File: src/rtl/event_queue_ctrl.sv
// FIFO controller for a single-port event SRAM: valid/ready push port in, registered
// valid/ready pop port out, with alternating read/write priority under contention.
module event_queue_ctrl #(
  parameter  int DEPTH = 16,
  parameter  int WIDTH = 32,
  localparam int AW    = $clog2(DEPTH)
) (
  input  logic             clk,
  input  logic             rst_n,
  input  logic             in_valid,
  input  logic [WIDTH-1:0] in_event,
  output logic             in_ready,
  output logic             out_valid,
  output logic [WIDTH-1:0] out_event,
  input  logic             out_ready,
  output logic [AW-1:0]    sram_addr,
  output logic [WIDTH-1:0] sram_d_in,
  output logic             sram_wr_en,
  output logic             sram_sense_en,
  input  logic [WIDTH-1:0] sram_d_out,
  output logic [AW:0]      level,
  output logic             full,
  output logic             empty
);

  localparam logic [AW-1:0] LAST_ADDR  = AW'(DEPTH - 1);
  localparam logic [AW:0]   FULL_LEVEL = (AW + 1)'(DEPTH);

  logic [AW-1:0]    wr_ptr_q, wr_ptr_d;
  logic [AW-1:0]    rd_ptr_q, rd_ptr_d;
  logic [AW:0]      level_q, level_d;
  logic             rd_inflight_q, rd_inflight_d;
  logic             out_valid_q, out_valid_d;
  logic             prio_rd_q, prio_rd_d;
  logic [WIDTH-1:0] out_event_q, out_event_d;

  logic rd_req;
  logic wr_fire;
  logic rd_issue;

  // A read is only requested when the output register is guaranteed free two cycles
  // later, so the capture of sram_d_out can never overwrite an unconsumed event.
  assign rd_req   = (level_q != '0) && !rd_inflight_q && (!out_valid_q || out_ready);
  assign in_ready = rst_n && (level_q != FULL_LEVEL) && !(rd_req && prio_rd_q);
  assign wr_fire  = in_valid && in_ready;
  assign rd_issue = rst_n && rd_req && !wr_fire;

  assign sram_wr_en    = wr_fire;
  assign sram_sense_en = rd_issue;
  assign sram_addr     = wr_fire ? wr_ptr_q : rd_ptr_q;
  assign sram_d_in     = in_event;

  assign out_valid = out_valid_q;
  assign out_event = out_event_q;
  assign level     = level_q;
  assign full      = (level_q == FULL_LEVEL);
  assign empty     = !rst_n || ((level_q == '0) && !rd_inflight_q && !out_valid_q);

  // NOTE: every signal gets a default at the top of always_comb so no path leaves it
  // unassigned; a missing default would infer a latch.
  always_comb begin
    wr_ptr_d      = wr_ptr_q;
    rd_ptr_d      = rd_ptr_q;
    level_d       = level_q;
    rd_inflight_d = rd_issue;
    out_valid_d   = out_valid_q;
    out_event_d   = out_event_q;
    prio_rd_d     = prio_rd_q;

    // Explicit wrap so DEPTH need not be a power of two.
    if (wr_fire) begin
      wr_ptr_d = (wr_ptr_q == LAST_ADDR) ? '0 : wr_ptr_q + 1'b1;
      level_d  = level_q + 1'b1;
    end else if (rd_issue) begin
      rd_ptr_d = (rd_ptr_q == LAST_ADDR) ? '0 : rd_ptr_q + 1'b1;
      level_d  = level_q - 1'b1;
    end

    if (rd_inflight_q) begin
      out_valid_d = 1'b1;
      out_event_d = sram_d_out;
    end else if (out_valid_q && out_ready) begin
      out_valid_d = 1'b0;
    end

    // Reads take priority next time only after losing a contended cycle to a write.
    if (wr_fire && rd_req) begin
      prio_rd_d = 1'b1;
    end else if (rd_issue) begin
      prio_rd_d = 1'b0;
    end
  end

  // NOTE: state registers use non-blocking assignments so every flop samples its
  // next-state value from the same pre-edge snapshot.
  always_ff @(posedge clk or negedge rst_n) begin
    if (!rst_n) begin
      wr_ptr_q      <= '0;
      rd_ptr_q      <= '0;
      level_q       <= '0;
      rd_inflight_q <= 1'b0;
      out_valid_q   <= 1'b0;
      prio_rd_q     <= 1'b0;
      out_event_q   <= '0;
    end else begin
      wr_ptr_q      <= wr_ptr_d;
      rd_ptr_q      <= rd_ptr_d;
      level_q       <= level_d;
      rd_inflight_q <= rd_inflight_d;
      out_valid_q   <= out_valid_d;
      prio_rd_q     <= prio_rd_d;
      out_event_q   <= out_event_d;
    end
  end

endmodule

File: config.mk
export PLATFORM = sky130hd
export DESIGN_NAME = event_queue_ctrl
export DESIGN_NICKNAME = d
export VERILOG_FILES = /design/src/rtl/event_queue_ctrl.sv
export SDC_FILE = /design/constraint.sdc
export NUM_CORES = 1
export LEC_CHECK = 0
export CAP_MARGIN = 25
export CELL_PAD_IN_SITES_DETAIL_PLACEMENT = 1
export CELL_PAD_IN_SITES_GLOBAL_PLACEMENT = 2
export CORE_AREA = 2 2 89 91
export DETAILED_ROUTE_END_ITERATION = 8
export DIE_AREA = 0 0 91 93
export DONT_BUFFER_PORTS = 1
export PLACE_DENSITY_LB_ADDON = 0.25
export SYNTH_ARGS = -nofsm -noshare
export SYNTH_HDL_FRONTEND = slang
export SYNTH_SLANG_ARGS = --single-unit
File: constraint.sdc
create_clock -name clk -period 2.55 [get_ports clk]
set_input_delay 0.51 -clock clk [delete_from_list [all_inputs] [get_ports clk]]
set_output_delay 0.51 -clock clk [all_outputs]
set_load 0.02 [all_outputs]
==> impl_metrics.sql, run 1 <==
INSERT INTO impl_metrics (metric_group, metric, value, unit) VALUES
('floorplanning', 'horizontal_extent_of_the_die', '91', 'um'),
('synth', 'synth.top_cell.area_share', '0.495', ''),
('sta', 'fin_worst_hold_slack', '0.0646', 'ns'),
('worst_setup_path', 'timing.rr.start', 'level[0]', ''),
('cts', 'clock_transition_time_at_the_flip_flop_clock_pins_of_the_worst_setup_and_hold_paths', '0.09', 'ns'),
('sta', 'tcrit_tclk_final', '1.01', ''),
('floorplanning', 'die_height', '93', 'um'),
('layout', 'synthToLayoutAreaGrowth', '9.70', '%'),
('drt', 'detail_route.drc_violations', '0', ''),
('drt', 'drt_pass1_iterations', '3', ''),
('sta', 'finalWorstSetupSlack', '-0.0309', 'ns'),
('drt', 'drt_iter0_markers', '16', ''),
('worst_setup_path', 'worst_setup_path_startpoint', 'level[0]', ''),
('layout', 'layout.filler_cells', '814', ''),
('worst_hold_path', 'hold_path.class', 'in2async', ''),
('sta', 'slew-limit-headroom', '0.629', ''),
('synth', 'ys_top_cells_by_area', 'dfrtp_1, mux2_2, buf_4, ha_1, xnor2_1', ''),
('cts', 'insertion_delay', '0.29', 'ns'),
('layout', 'nNetsFinal', '252', ''),
('placed_design', 'placement.io_buffers', '0', ''),
('worst_setup_path', 'worst-path-max-fanout', '6', ''),
('placed_design', 'placedInstanceArea', '0.00240', 'mm2'),
('synth', 'postSynth.topFlopCell', 'dfrtp_1', ''),
('cts', 'tritoncts_num_sinks', '48', ''),
('worst_setup_path', 'startpoint_type', 'register', ''),
('floorplanning', 'fp.coreArea', '0.00753', 'mm2'),
('global_routing', 'wire_length_of_the_first_global_routing_pass', '8370', 'um'),
('synth', 'synth-seq-area-share', '0.495', ''),
('synth', 'postSynthRegisterBits', '48', ''),
('synth', 'syn_inst', '190', ''),
('drt', 'drt.antenna.violating_nets', '0', ''),
('worst_setup_path', 'critPathKind', 'reg2out', ''),
('synth', 'synthesis.nets', '264', ''),
('drt', 'wire_per_inst', '19.3', 'um'),
('cts', 'tritoncts.num_buffers', '5', ''),
('drt', 'routed_via_density', '5.15', ''),
('global_routing', 'grt_start_max_net_pins', '49', ''),
('layout', 'drive_above_1_share', '0.483', ''),
('global_routing', 'gr_ovfl_total', '0', ''),
('pwr', 'pwr_dens', '1470', 'mW/mm2'),
('sta', 'setup_repair_after_global_routing_missed_its_margin', 'yes', ''),
('sta', 'tightestPinTransition', '0.552', 'ns'),
('cts', 'cts-root-to-sink-buffers', '2', ''),
('worst_setup_path', 'setup.worst_path.end_class', 'output port', ''),
('run_status', 'violations_in_the_final_reports', 'negative setup slack', ''),
('layout', 'final_area', '0.00266', 'mm2'),
('placed_design', 'dp_slack', '0.000326', 'ns'),
('synth', 'yosysTopAreaCell', 'dfrtp_1', ''),
('sta', 'timing_hold_violations_final', '0', ''),
('sta', 'period_minus_slack', '2.58', 'ns'),
('synth', 'post_synth_instance_area', '0.00242', 'mm2'),
('floorplanning', 'rows', '32', ''),
('floorplanning', 'io_pins', '147', ''),
('global_routing', 'first_global_vias', '1602', ''),
('cts', 'cts_tree', 'built', ''),
('layout', 'area.sequential', '0.00120', 'mm2'),
('worst_setup_path', 'worstPathArrival', '2.07', 'ns'),
('layout', 'multi_input_comb_area', '0.00100', 'mm2'),
('global_routing', 'gr-usage-all-layers', '0.124', ''),
('drt', 'routed_wirelength', '5390', 'um'),
('pwr', 'total_leakage_power', '1.10', 'nW'),
('layout', 'antenna-diode-count', '0', ''),
('run', 'drv.max_cap_violation_count', '0', ''),
('floorplanning', 'design.die.area', '0.00846', 'mm2'),
('worst_setup_path', 'worst_ep_required_time', '2.04', 'ns'),
('synth', 'ys_warn_count', '0', ''),
('floorplanning', 'floorplan.initialDensity', '0.322', ''),
('run_status', 'run_status', 'finished with violations', ''),
('synth', 'synth.avg_cell_area', '12.8', 'um2'),
('pwr', 'ir_drop', '0.439', 'mV'),
('drt', 'routed-via-count', '1442', ''),
('synth', 'post_synth_num_cell_types', '37', ''),
('synth', 'post_synth_edffs', '0', ''),
('placed_design', 'placed_wire_length_estimate', '4000', 'um'),
('placed_design', 'gp_weighted_congestion', '0.756', ''),
('sta', 'final.setup_skew', '0.00522', 'ns'),
('global_routing', 'initial_antenna_violation_count', '0', ''),
('cts', 'cts-htree-levels', '2', ''),
('layout', 'final_core_util', '0.353', ''),
('sta', 'finalSetupViolations', '4', ''),
('sta', 'clock.fmax', '387', 'MHz'),
('sta', 'slew_viol_final', '0', ''),
('cts', 'cell_chosen_for_the_clock_root', 'clkbuf_8', ''),
('synth', 'postSynth.asyncResetShare', '1.00', '');
-- sequential cells by signal (all words and copies together) (netlist names) --
name,count
wr_ptr_q,4
out_valid,1
level,5
rd_inflight_q,1
out_event,32
rd_ptr_q,4
prio_rd_q,1
-- what timing repair did --
item,CTS,global route
endpoints found under the setup margin,7,8
pin swaps,5,1
hold buffers,1,0
endpoints found under the hold margin,48,0
gates resized for setup,8,5
buffers inserted,4,1
-- cell type report --
class                   count  share of cell area
repair buffers             19              0.0640
well taps                 102              0.0480
multi-input cells          97               0.377
flip-flops and latches     48               0.452
inverters                   7             0.00988
clock inverters             2              0.0226
clock buffers               5              0.0259
-- layout by cell type, fill, tap and decap left out, drive strengths merged, types with 3 or more instances in the layout --
cell / count
buf: 19
mux2: 43
clkbuf: 5
o21ai: 3
ha: 5
nand2: 5
a21oi: 5
a21o: 3
xnor2: 4
nand3: 3
inv: 7
dfrtp: 48
-- metrics by stage --
step	TNS, ns	std cells	total power, W
after floorplan	-0.195	190	0.00285
after global placement	0	267	0.00307
after detailed placement	0	267	0.00317
after CTS	-0.199	279	0.00393
after global routing	-0.486	280	0.00417
final	-0.105	280	0.00391
-- worst paths after layout --
check	endpoint	slack (ns)	depth (start not counted)
max in group asynchronous	level[1]	2.27	1
worst max register to register	level[3]	0.03	9
worst min-delay path	level[2]	0.06	1
worst min register to register	rd_ptr_q[3]	0.56	1
worst max-delay path	sram_addr[1]	-0.03	5
min in group clk	out_event[20]	0.36	1
-- metal layers --
| layer | global-route usage | part of all wire |
|---|---|---|
| met1 | 0.131 | 0.37 |
| met2 | 0.223 | 0.51 |
| met3 | 0.0580 | 0.12 |
| met4 | 0.0316 | 0.0078 |
| met5 | 0 | 0 |
-- power breakdown --
part	switching, W	internal, W	leakage [nW]	total [W]
combinational	0.000714	0.000753	0.471	0.00147
clock	0.000249	0.000386	0.0642	0.000634
sequential	0.000660	0.00115	0.568	0.00181
total	0.00162	0.00229	1.10	0.00391
-- cells by family after synthesis --
| logic type | after synthesis | share of synthesized area |
|---|---|---|
| buffers and inverters | 45 | 0.120 |
| muxes | 43 | 0.200 |
| AOI/OAI and AO/OA | 24 | 0.0826 |
| and+or+nand+nor | 19 | 0.0506 |
| xor gates and xnor gates | 5 | 0.0181 |
| adders and majority gates | 6 | 0.0341 |
| DFF | 48 | 0.495 |
-- worst max-delay path, cell delays in order, from the launching register on --
cell and delay (ns):
dfrtp_2 0.41, or4_4 0.55, o2111ai_4 0.23, nand2_4 0.10
buf_8 0.14, mux2_4 0.33
-- Yosys cell counts, types with 2 or more instances --
cell type and n:
nand4_1 2, o41ai_1 2, nand2_1 4, xnor2_1 4
a21o_1 2, a31oi_1 2, o211ai_1 2, nand3_1 3
a211oi_1 2, dfrtp_1 48, clkbuf_1 5, inv_1 7
ha_1 5, a21oi_1 5, o21ai_0 2, buf_4 32
mux2_2 43
(Power assumes the default switching activity.)
==> inputs of run 2 (changes only) <==
--- a/config.mk
+++ b/config.mk
@@ -8,9 +8,9 @@
 export CAP_MARGIN = 25
 export CELL_PAD_IN_SITES_DETAIL_PLACEMENT = 1
 export CELL_PAD_IN_SITES_GLOBAL_PLACEMENT = 2
-export CORE_AREA = 2 2 89 91
+export CORE_AREA = 2 2 91 93
 export DETAILED_ROUTE_END_ITERATION = 8
-export DIE_AREA = 0 0 91 93
+export DIE_AREA = 0 0 93 95
 export DONT_BUFFER_PORTS = 1
 export PLACE_DENSITY_LB_ADDON = 0.25
 export SYNTH_ARGS = -nofsm -noshare
==> impl_metrics.sql, run 2 (synthesis gave the netlist of run 1 again) <==
INSERT INTO impl_metrics (metric_group, metric, value, unit) VALUES
('sta', 'clock.fmax', '384', 'MHz'),
('sta', 'period_minus_slack', '2.60', 'ns'),
('worst_setup_path', 'setup.worst_path.end_class', 'output port', ''),
('sta', 'slew_viol_final', '0', ''),
('cts', 'cell_chosen_for_the_clock_root', 'clkbuf_8', ''),
('floorplanning', 'floorplan.initialDensity', '0.306', ''),
('worst_setup_path', 'worstPathArrival', '2.09', 'ns'),
('floorplanning', 'horizontal_extent_of_the_die', '93', 'um'),
('drt', 'wire_per_inst', '19.1', 'um'),
('cts', 'tritoncts.num_buffers', '5', ''),
('layout', 'final_cell_mix', 'dfrtp_1, mux2_2, buf_4', ''),
('worst_setup_path', 'startpoint_type', 'register', ''),
('sta', 'finalSetupViolations', '5', ''),
('layout', 'synthToLayoutAreaGrowth', '8.98', '%'),
('placed_design', 'placed_wire_length_estimate', '4090', 'um'),
('worst_setup_path', 'critPathCapture', 'sram_addr[0]', ''),
('layout', 'max_reg_flops', '32', ''),
('placed_design', 'gp_weighted_congestion', '0.769', ''),
('worst_setup_path', 'worst_ep_required_time', '2.04', 'ns'),
('worst_setup_path', 'worst_setup_path_startpoint', 'level[1]', ''),
('worst_setup_path', 'worst-r2r-cell-count', '9', ''),
('worst_setup_path', 'worst-path-max-fanout', '6', ''),
('drt', 'drt.antenna.violating_nets', '0', ''),
('sta', 'slew-limit-headroom', '0.573', ''),
('pwr', 'total_leakage_power', '1.10', 'nW'),
('drt', 'drt_iter0_markers', '6', ''),
('cts', 'insertion_delay', '0.30', 'ns'),
('layout', 'layout.filler_cells', '863', ''),
('floorplanning', 'fp.coreArea', '0.00793', 'mm2'),
('sta', 'final.setup_skew', '0.00470', 'ns'),
('run_status', 'violations_in_the_final_reports', 'negative setup slack', ''),
('placed_design', 'placement.io_buffers', '0', ''),
('global_routing', 'gr_ovfl_total', '0', ''),
('global_routing', 'first_global_vias', '1554', ''),
('run_status', 'run_status', 'finished with violations', ''),
('worst_setup_path', 'reg2reg_setup_slack', '-0.01', 'ns'),
('cts', 'tritoncts_num_sinks', '48', ''),
('cts', 'cts-root-to-sink-buffers', '2', ''),
('global_routing', 'initial_antenna_violation_count', '1', ''),
('layout', 'nNetsFinal', '255', ''),
('worst_hold_path', 'hold_path.class', 'in2async', ''),
('cts', 'clock_transition_time_at_the_flip_flop_clock_pins_of_the_worst_setup_and_hold_paths', '0.09', 'ns'),
('pwr', 'design_power_total', '0.00377', 'W'),
('global_routing', 'wire_length_of_the_first_global_routing_pass', '8110', 'um'),
('run', 'drv.max_cap_violation_count', '0', ''),
('pwr', 'pwr_dens', '1430', 'mW/mm2'),
('cts', 'cts-htree-levels', '2', ''),
('global_routing', 'gr-usage-all-layers', '0.118', ''),
('layout', 'most_common_library_cell_in_the_layout_ignoring_fill_and_taps', 'dfrtp_1', ''),
('drt', 'routed_wirelength', '5490', 'um'),
('drt', 'detail_route.drc_violations', '0', ''),
('drt', 'routed-via-count', '1465', ''),
('sta', 'finalWorstSetupSlack', '-0.0514', 'ns'),
('worst_setup_path', 'critPathKind', 'reg2out', ''),
('sta', 'timing_hold_violations_final', '0', ''),
('worst_setup_path', 'timing.rr.start', 'level[1]', ''),
('sta', 'final.setup.tns', '-0.185', 'ns'),
('floorplanning', 'design.die.area', '0.00884', 'mm2'),
('sta', 'tcrit_tclk_final', '1.02', ''),
('floorplanning', 'die_height', '95', 'um'),
('sta', 'setup_repair_after_global_routing_missed_its_margin', 'yes', ''),
('drt', 'routed_via_density', '5.10', ''),
('layout', 'antenna-diode-count', '0', ''),
('pwr', 'ir_drop', '0.422', 'mV'),
('layout', 'drive_above_1_share', '0.484', ''),
('floorplanning', 'rows', '33', ''),
('sta', 'tightestPinTransition', '0.637', 'ns'),
('global_routing', 'grt_start_max_net_pins', '49', ''),
('drt', 'drt_pass1_iterations', '3', ''),
('worst_setup_path', 'regToRegEndpoint', 'level[4]', ''),
('cts', 'cts_tree', 'built', ''),
('floorplanning', 'io_pins', '147', '');
==> run 2: cell count changes in the layout (fill, tap and decap cells not counted), sizes merged <==
| cell | change |
|---|---|
| clkinvlp | +2 |
| bufinv | -2 |
| clkbuf | +1 |
| buf | +3 |
==> run 2: worst min path at each step <==
stage	start	to	slack, ns	depth (start not counted)
2_1_floorplan	rst_n	level[0]	0.21	0
3_3_place_gp	rst_n	out_event[12]	0.22	0
3_5_place_dp	rst_n	out_event[29]	0.22	0
4_1_cts	rst_n	out_event[21]	0.06	1
5_1_grt	rst_n	out_event[24]	0.05	1
6_report	rst_n	out_event[7]	0.06	1
==> run 2: layout make-up <==
type / count / area (um2) / share of cell area
sequential: 48 / 1200 / 0.455
multi-input combinational: 97 / 987 / 0.374
timing repair buffer: 22 / 196 / 0.0743
tap: 105 / 131 / 0.0497
clock buffer: 6 / 82.6 / 0.0313
inverter: 7 / 26.3 / 0.00994
clock inverter: 2 / 15.0 / 0.00568
==> run 2: critical path, stage by stage (launching register included) <==
cell       delay (ns)
dfrtp_2          0.41
or4_4            0.56
o2111ai_4        0.25
nand2_4          0.10
buf_8            0.14
mux2_4           0.34
==> run 2: repair_timing <==
action,CTS,global route
pin swaps,3,13
buffers inserted,3,5
hold buffers,1,0
endpoints found under the setup margin,6,8
resized for setup,7,4
hold endpoints to repair,48,0
gates cloned,0,0
==> run 2: stage by stage <==
stage                     setup slack [ns]  cell area (um2)  utilization  instances  hold slack (ns)
after detailed placement            0.0262             2400        0.303        270            0.216
after CTS                          -0.0433             2580        0.326        282           0.0598
after global routing                -0.125             2640        0.333        287           0.0492
after global placement               0.108             2400        0.303        270            0.216
final                              -0.0514             2640        0.333        287           0.0575
after floorplan                     -0.101             2440            -        190            0.214
==> run 2: power breakdown <==
part / switching, W / total, W / leakage, nW / internal [W]
sequential: 0.000667 / 0.00182 / 0.568 / 0.00115
clock: 0.000256 / 0.000476 / 0.0434 / 0.000220
combinational: 0.000718 / 0.00148 / 0.486 / 0.000760
==> run 2: per-layer routing <==
metal / share of wire / global-route usage
met1: 0.37 / 0.123
met2: 0.51 / 0.208
met3: 0.11 / 0.0638
met4: 0.0075 / 0.0294
met5: 0.0018 / 0
==> inputs of run 3 (changes only) <==
--- a/config.mk
+++ b/config.mk
@@ -13,6 +13,7 @@
 export DIE_AREA = 0 0 93 95
 export DONT_BUFFER_PORTS = 1
 export PLACE_DENSITY_LB_ADDON = 0.25
+export SETUP_SLACK_MARGIN = 0.02
 export SYNTH_ARGS = -nofsm -noshare
 export SYNTH_HDL_FRONTEND = slang
 export SYNTH_SLANG_ARGS = --single-unit
==> impl_metrics.sql, run 3 (synthesis gave the netlist of run 1 again) <==
INSERT INTO impl_metrics (metric_group, metric, value, unit) VALUES
('run_status', 'run_status', 'finished with violations', ''),
('run_status', 'violations_in_the_final_reports', 'negative setup slack', ''),
('worst_setup_path', 'reg2reg_setup_slack', '0', 'ns'),
('pwr', 'seq_pwr_share', '0.483', ''),
('placed_design', 'placed_wire_length_estimate', '4090', 'um'),
('sta', 'tcrit_tclk_final', '1.02', ''),
('global_routing', 'first_global_vias', '1558', ''),
('worst_setup_path', 'regToRegEndpoint', 'level[4]', ''),
('sta', 'tightestPinTransition', '0.636', 'ns'),
('floorplanning', 'rows', '33', ''),
('pwr', 'internal-power', '0.00213', 'W'),
('pwr', 'clk_network_pwr_share', '0.126', ''),
('floorplanning', 'die_height', '95', 'um'),
('sta', 'period_minus_slack', '2.60', 'ns'),
('sta', 'timing_hold_violations_final', '0', ''),
('cts', 'cts_tree', 'built', ''),
('pwr', 'total_leakage_power', '1.09', 'nW'),
('floorplanning', 'fp.coreArea', '0.00793', 'mm2'),
('placed_design', 'gp_weighted_congestion', '0.769', ''),
('pwr', 'share_comb_of_total_power', '0.391', ''),
('global_routing', 'wire_length_of_the_first_global_routing_pass', '8110', 'um'),
('pwr', 'netSwitchingFraction', '0.435', ''),
('floorplanning', 'io_pins', '147', ''),
('worst_setup_path', 'timing.rr.start', 'level[1]', ''),
('worst_setup_path', 'critPathKind', 'reg2out', ''),
('pwr', 'ir_drop', '0.448', 'mV'),
('layout', 'antenna-diode-count', '0', ''),
('floorplanning', 'design.die.area', '0.00884', 'mm2'),
('layout', 'final_area', '0.00264', 'mm2'),
('cts', 'cell_chosen_for_the_clock_root', 'clkbuf_8', ''),
('cts', 'cts-root-to-sink-buffers', '2', ''),
('cts', 'clock_transition_time_at_the_flip_flop_clock_pins_of_the_worst_setup_and_hold_paths', '0.09', 'ns'),
('run', 'drv.max_cap_violation_count', '0', ''),
('sta', 'finalSetupViolations', '5', ''),
('worst_hold_path', 'hold_path.class', 'in2async', ''),
('drt', 'routed_via_density', '5.08', ''),
('global_routing', 'gr_ovfl_total', '0', ''),
('cts', 'tritoncts_num_sinks', '48', ''),
('drt', 'routed-via-count', '1454', ''),
('drt', 'drt_iter0_markers', '8', ''),
('layout', 'drive_above_1_share', '0.481', ''),
('worst_setup_path', 'startpoint_type', 'register', ''),
('layout', 'most_common_library_cell_in_the_layout_ignoring_fill_and_taps', 'dfrtp_1', ''),
('sta', 'slew_viol_final', '0', ''),
('worst_setup_path', 'setup.worst_path.end_class', 'output port', ''),
('drt', 'drt.antenna.violating_nets', '0', ''),
('placed_design', 'placement.io_buffers', '0', ''),
('placed_design', 'dp_slack', '0.0262', 'ns'),
('floorplanning', 'horizontal_extent_of_the_die', '93', 'um'),
('layout', 'max_reg_flops', '32', ''),
('layout', 'nNetsFinal', '254', ''),
('sta', 'setup_repair_after_global_routing_missed_its_margin', 'yes', ''),
('pwr', 'pwr_dens', '1430', 'mW/mm2'),
('drt', 'wire_per_inst', '19.1', 'um'),
('worst_setup_path', 'worst-r2r-cell-count', '9', ''),
('pwr', 'design_power_total', '0.00376', 'W'),
('pwr', 'power.switching', '0.00164', 'W'),
('sta', 'finalWorstSetupSlack', '-0.0502', 'ns'),
('drt', 'drt_pass1_iterations', '4', ''),
('floorplanning', 'floorplan.initialDensity', '0.306', ''),
('sta', 'final.setup_skew', '0.00401', 'ns'),
('drt', 'detail_route.drc_violations', '0', ''),
('sta', 'slew-limit-headroom', '0.574', ''),
('drt', 'routed_wirelength', '5470', 'um'),
('sta', 'clock.fmax', '385', 'MHz'),
('placed_design', 'placedInstanceArea', '0.00240', 'mm2'),
('layout', 'synthToLayoutAreaGrowth', '8.67', '%'),
('worst_setup_path', 'worst-path-max-fanout', '6', ''),
('cts', 'cts-htree-levels', '2', ''),
('layout', 'layout.filler_cells', '861', ''),
('worst_setup_path', 'worst_ep_required_time', '2.04', 'ns'),
('cts', 'tritoncts.num_buffers', '5', ''),
('cts', 'insertion_delay', '0.29', 'ns'),
('worst_setup_path', 'worstPathArrival', '2.09', 'ns'),
('global_routing', 'initial_antenna_violation_count', '1', ''),
('global_routing', 'grt_start_max_net_pins', '49', ''),
('layout', 'final_cell_mix', 'dfrtp_1, mux2_2, buf_4', ''),
('global_routing', 'gr-usage-all-layers', '0.118', '');
-- run 3: per-layer routing --
metal / up-vias / routed length [um] / track usage
met4: 2 / 41 / 0.0294
met5: - / 10 / 0
met1: 730 / 1980 / 0.123
met2: 94 / 2830 / 0.208
met3: 6 / 612 / 0.0638
li1: 622 / - / -
-- run 3: power groups by stage --
stage               Clock, W  Sequential (W)  Combinational, W
finish              0.000475         0.00181           0.00147
global route        0.000533         0.00188           0.00161
CTS                 0.000506         0.00182           0.00143
detailed placement         0         0.00184           0.00134
global placement           0         0.00181           0.00126
floorplan                  0         0.00180           0.00106
-- run 3: what timing repair did --
action / in CTS / in global routing
setup endpoints to repair: 7 / 8
pin swaps: 4 / 13
hold endpoints to repair: 48 / 0
setup buffers: 3 / 4
hold buffers: 1 / 0
resized for setup: 7 / 4
-- run 3: metrics by stage --
stage,hold slack (ns),std cells,utilization,setup TNS [ns]
after detailed placement,0.216,270,0.303,0
after CTS,0.0598,282,0.326,-0.184
after floorplan,0.214,190,-,-0.195
after global placement,0.216,270,0.303,0
final,0.0582,286,0.332,-0.173
after global routing,0.0492,286,0.332,-0.657
-- run 3: cell type report --
type,instances,area [um2],area share
Sequential cell,48,1200,0.457
Multi-Input combinational cell,97,987,0.375
Timing Repair Buffer,21,189,0.0717
Tap cell,105,131,0.0499
Clock buffer,6,82.6,0.0313
Inverter,7,26.3,0.00997
Clock inverter,2,15.0,0.00570
-- run 3: worst max-delay path, stage by stage (launching register included) --
cell       delay, ns
dfrtp_2         0.41
or4_4           0.56
o2111ai_4       0.25
nand2_4         0.10
buf_8           0.14
mux2_4          0.34
-- run 3: worst max-delay path by stage --
stage | start | to | slack (ns) | depth (start not counted)
after global placement | level[1] | level[4] | 0.11 | 8
after global routing | level[1] | level[4] | -0.12 | 9
after floorplan | level[1] | level[4] | -0.10 | 9
after detailed placement | level[1] | level[4] | 0.03 | 8
after CTS | level[0] | sram_addr[0] | -0.04 | 5
final | level[1] | sram_addr[0] | -0.05 | 5
